`config.mk`:
```
export PLATFORM = sky130hd
export DESIGN_NAME = alu_share_arbiter
export DESIGN_NICKNAME = d
export VERILOG_FILES = /design/src/rtl/alu_share_arbiter.sv
export SDC_FILE = /design/constraint.sdc
export NUM_CORES = 1
export LEC_CHECK = 0
export CELL_PAD_IN_SITES_DETAIL_PLACEMENT = 0
export CELL_PAD_IN_SITES_GLOBAL_PLACEMENT = 1
export CORE_ASPECT_RATIO = 0.9
export CORE_UTILIZATION = 31
export CTS_BUF_LIST = sky130_fd_sc_hd__clkbuf_2 sky130_fd_sc_hd__clkbuf_4 sky130_fd_sc_hd__clkbuf_8
export CTS_CLUSTER_SIZE = 30
export DETAILED_ROUTE_END_ITERATION = 8
export PLACE_DENSITY = 0.92
export RECOVER_POWER = 50
export SLEW_MARGIN = 40
export SYNTH_ARGS = -nofsm -noshare
export SYNTH_HDL_FRONTEND = slang
export SYNTH_SLANG_ARGS = --single-unit
```
`constraint.sdc`:
```
create_clock -name clk -period 1.8 [get_ports clk]
set_input_delay 0.27 -clock clk [delete_from_list [all_inputs] [get_ports clk]]
set_output_delay 0.27 -clock clk [all_outputs]
set_load 0.05 [all_outputs]
```
`src/rtl/alu_share_arbiter.sv`:
```
// Round-robin arbiter sharing one registered ALU path between two requesters.
// Issues the winner's command, waits the pipeline latency and returns the result.
module alu_share_arbiter #(
    parameter int unsigned N      = 2,
    parameter int unsigned OP_W   = 4,
    parameter int unsigned MODE_W = 2,
    parameter int unsigned LAT    = 2
) (
    input  logic              clk,
    input  logic              reset,
    input  logic              req0,
    input  logic              req1,
    input  logic [N-1:0]      a0,
    input  logic [N-1:0]      b0,
    input  logic [N-1:0]      a1,
    input  logic [N-1:0]      b1,
    input  logic [OP_W-1:0]   op0,
    input  logic [OP_W-1:0]   op1,
    input  logic [MODE_W-1:0] mode0,
    input  logic [MODE_W-1:0] mode1,
    output logic              gnt0,
    output logic              gnt1,
    output logic              done0,
    output logic              done1,
    output logic [N-1:0]      alu_a,
    output logic [N-1:0]      alu_b,
    output logic [OP_W-1:0]   alu_op,
    output logic [MODE_W-1:0] alu_mode,
    output logic              alu_issue,
    input  logic [6:0]        in_result,
    input  logic [6:0]        in_flags,
    output logic [6:0]        res_seg,
    output logic [6:0]        flags_seg,
    output logic              res_owner,
    output logic              busy
);

    localparam int unsigned CNT_W = 4;
    localparam int unsigned SEG_W = 7;

    typedef enum logic [1:0] {
        S_IDLE,
        S_ISSUE,
        S_WAIT,
        S_DONE
    } state_t;

    state_t             state_q, state_d;
    logic               sel_q, sel_d;
    logic               last_q, last_d;
    logic [CNT_W-1:0]   cnt_q, cnt_d;
    logic               pick;

    logic               gnt0_d, gnt1_d, done0_d, done1_d, issue_d, busy_d;
    logic [N-1:0]       alu_a_d, alu_b_d;
    logic [OP_W-1:0]    alu_op_d;
    logic [MODE_W-1:0]  alu_mode_d;
    logic [SEG_W-1:0]   res_seg_d, flags_seg_d;
    logic               res_owner_d;

    // Next-state and next-output logic; every registered output is computed here.
    always_comb begin
        state_d     = state_q;
        sel_d       = sel_q;
        last_d      = last_q;
        cnt_d       = cnt_q;
        alu_a_d     = alu_a;
        alu_b_d     = alu_b;
        alu_op_d    = alu_op;
        alu_mode_d  = alu_mode;
        res_seg_d   = res_seg;
        flags_seg_d = flags_seg;
        res_owner_d = res_owner;
        gnt0_d      = 1'b0;
        gnt1_d      = 1'b0;
        done0_d     = 1'b0;
        done1_d     = 1'b0;
        issue_d     = 1'b0;
        pick        = (req0 && req1) ? ~last_q : req1;

        case (state_q)
            S_IDLE: begin
                if (req0 || req1) begin
                    sel_d      = pick;
                    alu_a_d    = pick ? a1 : a0;
                    alu_b_d    = pick ? b1 : b0;
                    alu_op_d   = pick ? op1 : op0;
                    alu_mode_d = pick ? mode1 : mode0;
                    gnt0_d     = ~pick;
                    gnt1_d     = pick;
                    issue_d    = 1'b1;
                    state_d    = S_ISSUE;
                end
            end
            S_ISSUE: begin
                cnt_d   = CNT_W'(LAT - 1);
                state_d = S_WAIT;
            end
            S_WAIT: begin
                if (cnt_q == '0) begin
                    res_seg_d   = in_result;
                    flags_seg_d = in_flags;
                    res_owner_d = sel_q;
                    done0_d     = ~sel_q;
                    done1_d     = sel_q;
                    state_d     = S_DONE;
                end else begin
                    cnt_d = cnt_q - CNT_W'(1);
                end
            end
            S_DONE: begin
                last_d  = sel_q;
                state_d = S_IDLE;
            end
            default: state_d = S_IDLE;
        endcase

        busy_d = (state_d != S_IDLE);
    end

    // State and output registers.
    always_ff @(posedge clk) begin
        if (reset) begin
            state_q   <= S_IDLE;
            sel_q     <= 1'b0;
            last_q    <= 1'b1;
            cnt_q     <= '0;
            gnt0      <= 1'b0;
            gnt1      <= 1'b0;
            done0     <= 1'b0;
            done1     <= 1'b0;
            alu_issue <= 1'b0;
            busy      <= 1'b0;
            alu_a     <= '0;
            alu_b     <= '0;
            alu_op    <= '0;
            alu_mode  <= '0;
            res_seg   <= 7'h7F;
            flags_seg <= 7'h7F;
            res_owner <= 1'b0;
        end else begin
            state_q   <= state_d;
            sel_q     <= sel_d;
            last_q    <= last_d;
            cnt_q     <= cnt_d;
            gnt0      <= gnt0_d;
            gnt1      <= gnt1_d;
            done0     <= done0_d;
            done1     <= done1_d;
            alu_issue <= issue_d;
            busy      <= busy_d;
            alu_a     <= alu_a_d;
            alu_b     <= alu_b_d;
            alu_op    <= alu_op_d;
            alu_mode  <= alu_mode_d;
            res_seg   <= res_seg_d;
            flags_seg <= flags_seg_d;
            res_owner <= res_owner_d;
        end
    end

endmodule

```
## After elaboration in Yosys (flattened, before gate mapping)

Cells that the tools add are included.
W data, S select, Z words.

| word-level totals | value |
|---|---|
| output and inout port bits | 31 |
| bits in read-only memories | 0 |
| word-level logic and storage cells | 52 |
| input bits | 38 |
| RAM bits | 0 |
| bits in registers | 39 |
| memories | 0 |
| latch bits | 0 |

| cells by class | value |
|---|---|
| add/sub/neg operators | 1 |
| order comparisons | 0 |
| div/mod/pow operators | 0 |
| eq/ne operators | 4 |
| bitwise gates (word level) | 7 |
| multipliers | 0 |
| reduce and logical (&&, ||, !) cells | 12 |
| shift-type cells | 0 |
| muxes and demuxes | 11 |

Operators by type and width:

| cell | count |
|---|---|
| $mux W2 | 5 |
| $mux W4 | 2 |
| $pmux W2 S4 | 1 |
| $pmux W4 S2 | 1 |
| $not A1 Y1 | 7 |
| $reduce_and A2 Y1 | 3 |
| $reduce_or A3 Y1 | 2 |
| $eq A2 B2 Y1 const B | 2 |
| $logic_not A4 Y1 | 1 |
| $reduce_bool A2 Y1 | 2 |
| $sub A4 B1 Y4 const B | 1 |
| $eq A2 B1 Y1 const B | 1 |
| $logic_not A2 Y1 | 1 |
| $mux W1 | 2 |
| $ne A2 B2 Y1 const B | 1 |
| $reduce_or A2 Y1 | 1 |
| $logic_and A1 B1 Y1 | 1 |
| $logic_or A1 B1 Y1 | 1 |

## Depth between registers and ports, before layout

| depth | value |
|---|---|
| depth in word-level cells | 4 |
| gate-level depth with buffers | 7 |

## Worst setup path before layout

OpenSTA, ideal clock, no wires.

| timing | value |
|---|---|
| path kind | reg2reg |
| start point | register state_q[0] |
| end point | register cnt_q[0] |
| arrival time | 1436 ps |
| period minus slack after synthesis | 1506 ps |
| stages on the path, launching flop included | 7 |
| path buffers | 1 |
| setup slack | 294 ps |
| path through | dfxtp_1 > inv_1 > ha_1 > buf_4 > and4bb_4 > or3_1 > a21oi_1 |

| between the ends | value |
|---|---|
| word-level cells in the longest chain between the ends | 3 |
| elaborated cells on any way between the ends | 6 |

Ends and longest elaborated chain:

| item | RTL line | RTL |
|---|---|---|
| start: declaration | 48 | `state_t state_q, state_d;` |
| start signal: assignment | 142 | `state_q <= state_d;` |
| $eq A2 B2 Y1 or $eq A2 B1 Y1 (tied branches) | 81 | `case (state_q)` |
| $ne A2 B2 Y1 (no line) or $reduce_bool A2 Y1 (tied branches) | -- |  |
| $reduce_and A2 Y1 (no line) | -- |  |
| end signal: assignment | 145 | `cnt_q <= cnt_d;` |
| end: declaration | 51 | `logic [CNT_W-1:0] cnt_q, cnt_d;` |

Parallel ways exist; a longest one is shown, timed or not.
A chain may end at the register's enable or synchronous reset.

## Final worst setup path

| timing | value |
|---|---|
| start point | register alu_b[1] |
| end point | output port alu_b[1] |

RTL lines:

| item | RTL line | RTL |
|---|---|---|
| start: declaration | 26 | `output logic [N-1:0] alu_b,` |
| start signal: assignment | 153 | `alu_b <= alu_b_d;` |

No word-level cell between the ends.

==> PnR_summary.wiki <==
{| class="wikitable"
! Metric !! Value
|-
| Result of the run || complete, no violations
|-
| Mapped Cells || 187
|-
| Critical Setup Path Class || register to output pin
|-
| Number of top-level pins || 69
|-
| Total of flip-flops plus latches after synthesis || 39
|-
| Predominant post-synthesis flop cell || sky130_fd_sc_hd__dfxtp_1
|-
| Most frequent cells in the layout || sky130_fd_sc_hd__clkdlybuf4s50_1 (67), sky130_fd_sc_hd__dfxtp_1 (39), sky130_fd_sc_hd__a21oi_1 (33), sky130_fd_sc_hd__nor2_1 (22), sky130_fd_sc_hd__nor3_1 (19)
|-
| Comb pwr share || 0.498
|-
| Count of hold-fix buffers inserted at cts || 0
|-
| Clock net sink count || 39
|-
| Switching fraction of total power || 0.432
|-
| Number of cells after detailed placement || 315
|-
| CP bufs+invs || 1
|-
| WHS || 0.483 ns
|-
| H-tree depth || 2
|-
| Tightest Pin Transition || 0.608 ns
|-
| Number of standard cells in the layout, taps in and fillers out || 323
|-
| Cell chosen for the clock root || sky130_fd_sc_hd__clkbuf_8
|-
| Leakage || 0.958 nW
|-
| Number of library cell types mapped by synthesis || 33
|-
| Count of antenna diodes in the layout || 0
|-
| Req. time, crit path || 1.53 ns
|-
| Minimum period implied by the final worst setup slack || 1.71 ns
|-
| Postcts setup bufs || 0
|-
| DRC violation total after the first TritonRoute iteration || 38
|-
| Utilization of the core after routing || 0.501
|-
| Clock Path Buffers || 2
|-
| GRT Overall Usage || 0.153
|-
| Post-route DRC || 0
|-
| Rel. slew slack || 0.596
|-
| Maximum vdd ir drop || 810 uV
|-
| Cell type group with the largest total delay on the critical path || buffers and inverters
|-
| TritonCTS clock tree || yes
|-
| Per-instance average area after synthesis || 8.55 um2
|-
| Post-synth design cell area || 1600 um2
|-
| Global Route met3 Usage || 0.0379
|-
| Cell internal pwr || 0.00225 W
|-
| Number of antenna violations at the first check in global routing || 0
|-
| # Max-Cap Violations || 0
|-
| Met2 GRT Util || 0.261
|-
| Number of gates given a new drive strength after cts || 0
|-
| Delay of the slowest cell on the worst path || 0.81 ns
|-
| Number of I/O port buffers || 68
|-
| Final nets || 301
|-
| Vias/cell || 4.81
|-
| Area delta synth->final || 53.4%
|-
| Clock latency of the later-clocked register in the worst-skew pair || 0.28 ns
|-
| Fill count || 484
|-
| Via count of the first global-routing pass || 1535
|-
| Pwr Density || 1610 nW/um2
|-
| Portion of synthesized cell area occupied by the leading cell type || 0.488
|-
| Maximum clock frequency || 586 MHz
|-
| Number of warnings printed during yosys synthesis || 0
|-
| Effective utilization at floorplan || 0.327
|-
| Per-cell routed wire length || 12.0 um
|-
| Path category of the worst min-delay check || register to register
|-
| Pre-antenna DRT Iters || 4
|-
| Worst path arrival time || 1.44 ns
|-
| Sequential-to-total area share from yosys stat || 0.488
|-
| Clock Skew || 0.00830 ns
|-
| Number of rows created at floorplan || 24
|-
| Switching power || 0.00171 W
|-
| Max Slew Vio Count || 0
|-
| Total CTS buffers || 5
|-
| Placeable core region || 4890 um2
|-
| Most common cell after layout, fill and taps aside || sky130_fd_sc_hd__clkdlybuf4s50_1
|-
| Register clock-pin slew on the reported worst setup and hold paths || 0.08 ns
|-
| Power, Total || 0.00396 W
|-
| Maximum net fanout on the critical path || 2
|-
| Type of element capturing the critical path || output pin
|-
| Total Negative Setup Slacks || 0 ns
|-
| Share of layout cells above drive strength 1 || 0.0736
|-
| Hold Vio Cnt, Final || 0
|-
| Post-Synthesis Net Count || 231
|-
| Critical path's slowest cell || sky130_fd_sc_hd__clkdlybuf4s50_1
|-
| ANT nets after route || 0
|-
| Fraction of power consumed by the clock network || 0.188
|-
| Final setup violation count || 0
|-
| Async set-reset flop share out of synthesis || 0
|-
| Final weighted congestion of routability-driven global placement || 0.743
|-
| Slack of the worst reg-to-reg path || 0.19 ns
|-
| Wire length after detailed routing || 3.87 mm
|-
| Maximum number of pins on one net before global-route repair || 32
|-
| Vias after detailed routing || 1555
|-
| Top cell type by total area after synthesis || sky130_fd_sc_hd__dfxtp_1
|-
| Post-DP HPWL || 2.90 mm
|-
| Busiest layer in global routing || met2
|-
| Launching element type of the critical path || register
|-
| Width of the die || 77.7 um
|-
| Top cells by area in the synthesized netlist || sky130_fd_sc_hd__dfxtp_1 (49%), sky130_fd_sc_hd__a21oi_1 (10%), sky130_fd_sc_hd__nor3_1 (5.9%), sky130_fd_sc_hd__nor2_1 (5.2%), sky130_fd_sc_hd__ha_1 (4.7%)
|-
| Wire length of the first global-routing pass || 6.59 mm
|-
| Residual overflow from global routing || 0
|-
| Die Outline Area || 5450 um2
|-
| Crit share post-route || 0.949
|-
| Met1 Track Usage GR || 0.185
|-
| Post-synth EDFFs || 0
|-
| Unrepaired setup endpoints after global routing || false
|-
| Crit path cell chain || clkdlybuf4s50_1
|-
| Vertical die dimension || 70.1 um
|-
| Relative contribution of sequential cells to total power || 0.314
|}
## cell families after synthesis
kind of cell	after synthesis	synth area share
mux	1	0.00626
compound gates	55	0.200
fa+ha+maj	6	0.0469
buf+inv	19	0.0563
simple gates	67	0.202
flops	39	0.488
## area by class of cell
cell class	count	area (um2)	share of cell area
clock buffers	6	82.6	0.0337
clock inverters	2	35.0	0.0143
inverters	6	22.5	0.00918
multi-input cells	129	721	0.294
flip-flops and latches	39	781	0.318
well taps	65	81.3	0.0332
repair buffers	76	729	0.297
## flip-flops by register name, summed over array words and instances (netlist names), 2 cells and up
name       flops
alu_a          2
alu_mode       2
res_seg        7
flags_seg      7
alu_op         4
alu_b          2
state_q        2
cnt_q          4
## routing by layer
metal  up-vias  wire length [um]
li1        792                 -
met1       722              1810
met2        36              1850
met3         5               166
met4         0                41
met5         -                 0
## Yosys cell counts (3+ instances only)
master                     instances
sky130_fd_sc_hd__a211oi_1          6
sky130_fd_sc_hd__a21oi_1          33
sky130_fd_sc_hd__buf_2             6
sky130_fd_sc_hd__buf_4             3
sky130_fd_sc_hd__clkbuf_1          3
sky130_fd_sc_hd__dfxtp_1          39
sky130_fd_sc_hd__ha_1              6
sky130_fd_sc_hd__inv_1             6
sky130_fd_sc_hd__nand2_1          15
sky130_fd_sc_hd__nor2_1           22
sky130_fd_sc_hd__nor3_1           19
sky130_fd_sc_hd__o21ai_0           8
## stage by stage
stage | setup WS [ns] | area, um2
2_1_floorplan | 0.294 | 1600
3_3_place_gp | 0.176 | 2350
3_5_place_dp | 0.131 | 2350
4_1_cts | 0.0728 | 2470
5_1_grt | 0.0311 | 2450
6_report | 0.0926 | 2450
## worst paths after layout
check | end | cells past startpoint | startpoint
max | alu_b[1] | 1 | alu_b[1]
min | done0 | 1 | sel_q
max reg2reg | cnt_q[1] | 6 | state_q[0]
min reg2reg | done0 | 1 | sel_q
## power groups by stage
stage / Clock (W) / Sequential, W / Combinational, W
after global placement: 0 / 0.00126 / 0.00199
after floorplan: 0 / 0.00190 / 0.000743
final: 0.000743 / 0.00124 / 0.00197
after CTS: 0.000772 / 0.00125 / 0.00202
after detailed placement: 0 / 0.00126 / 0.00202
after global routing: 0.000807 / 0.00128 / 0.00214
(Power assumes the default switching activity.)
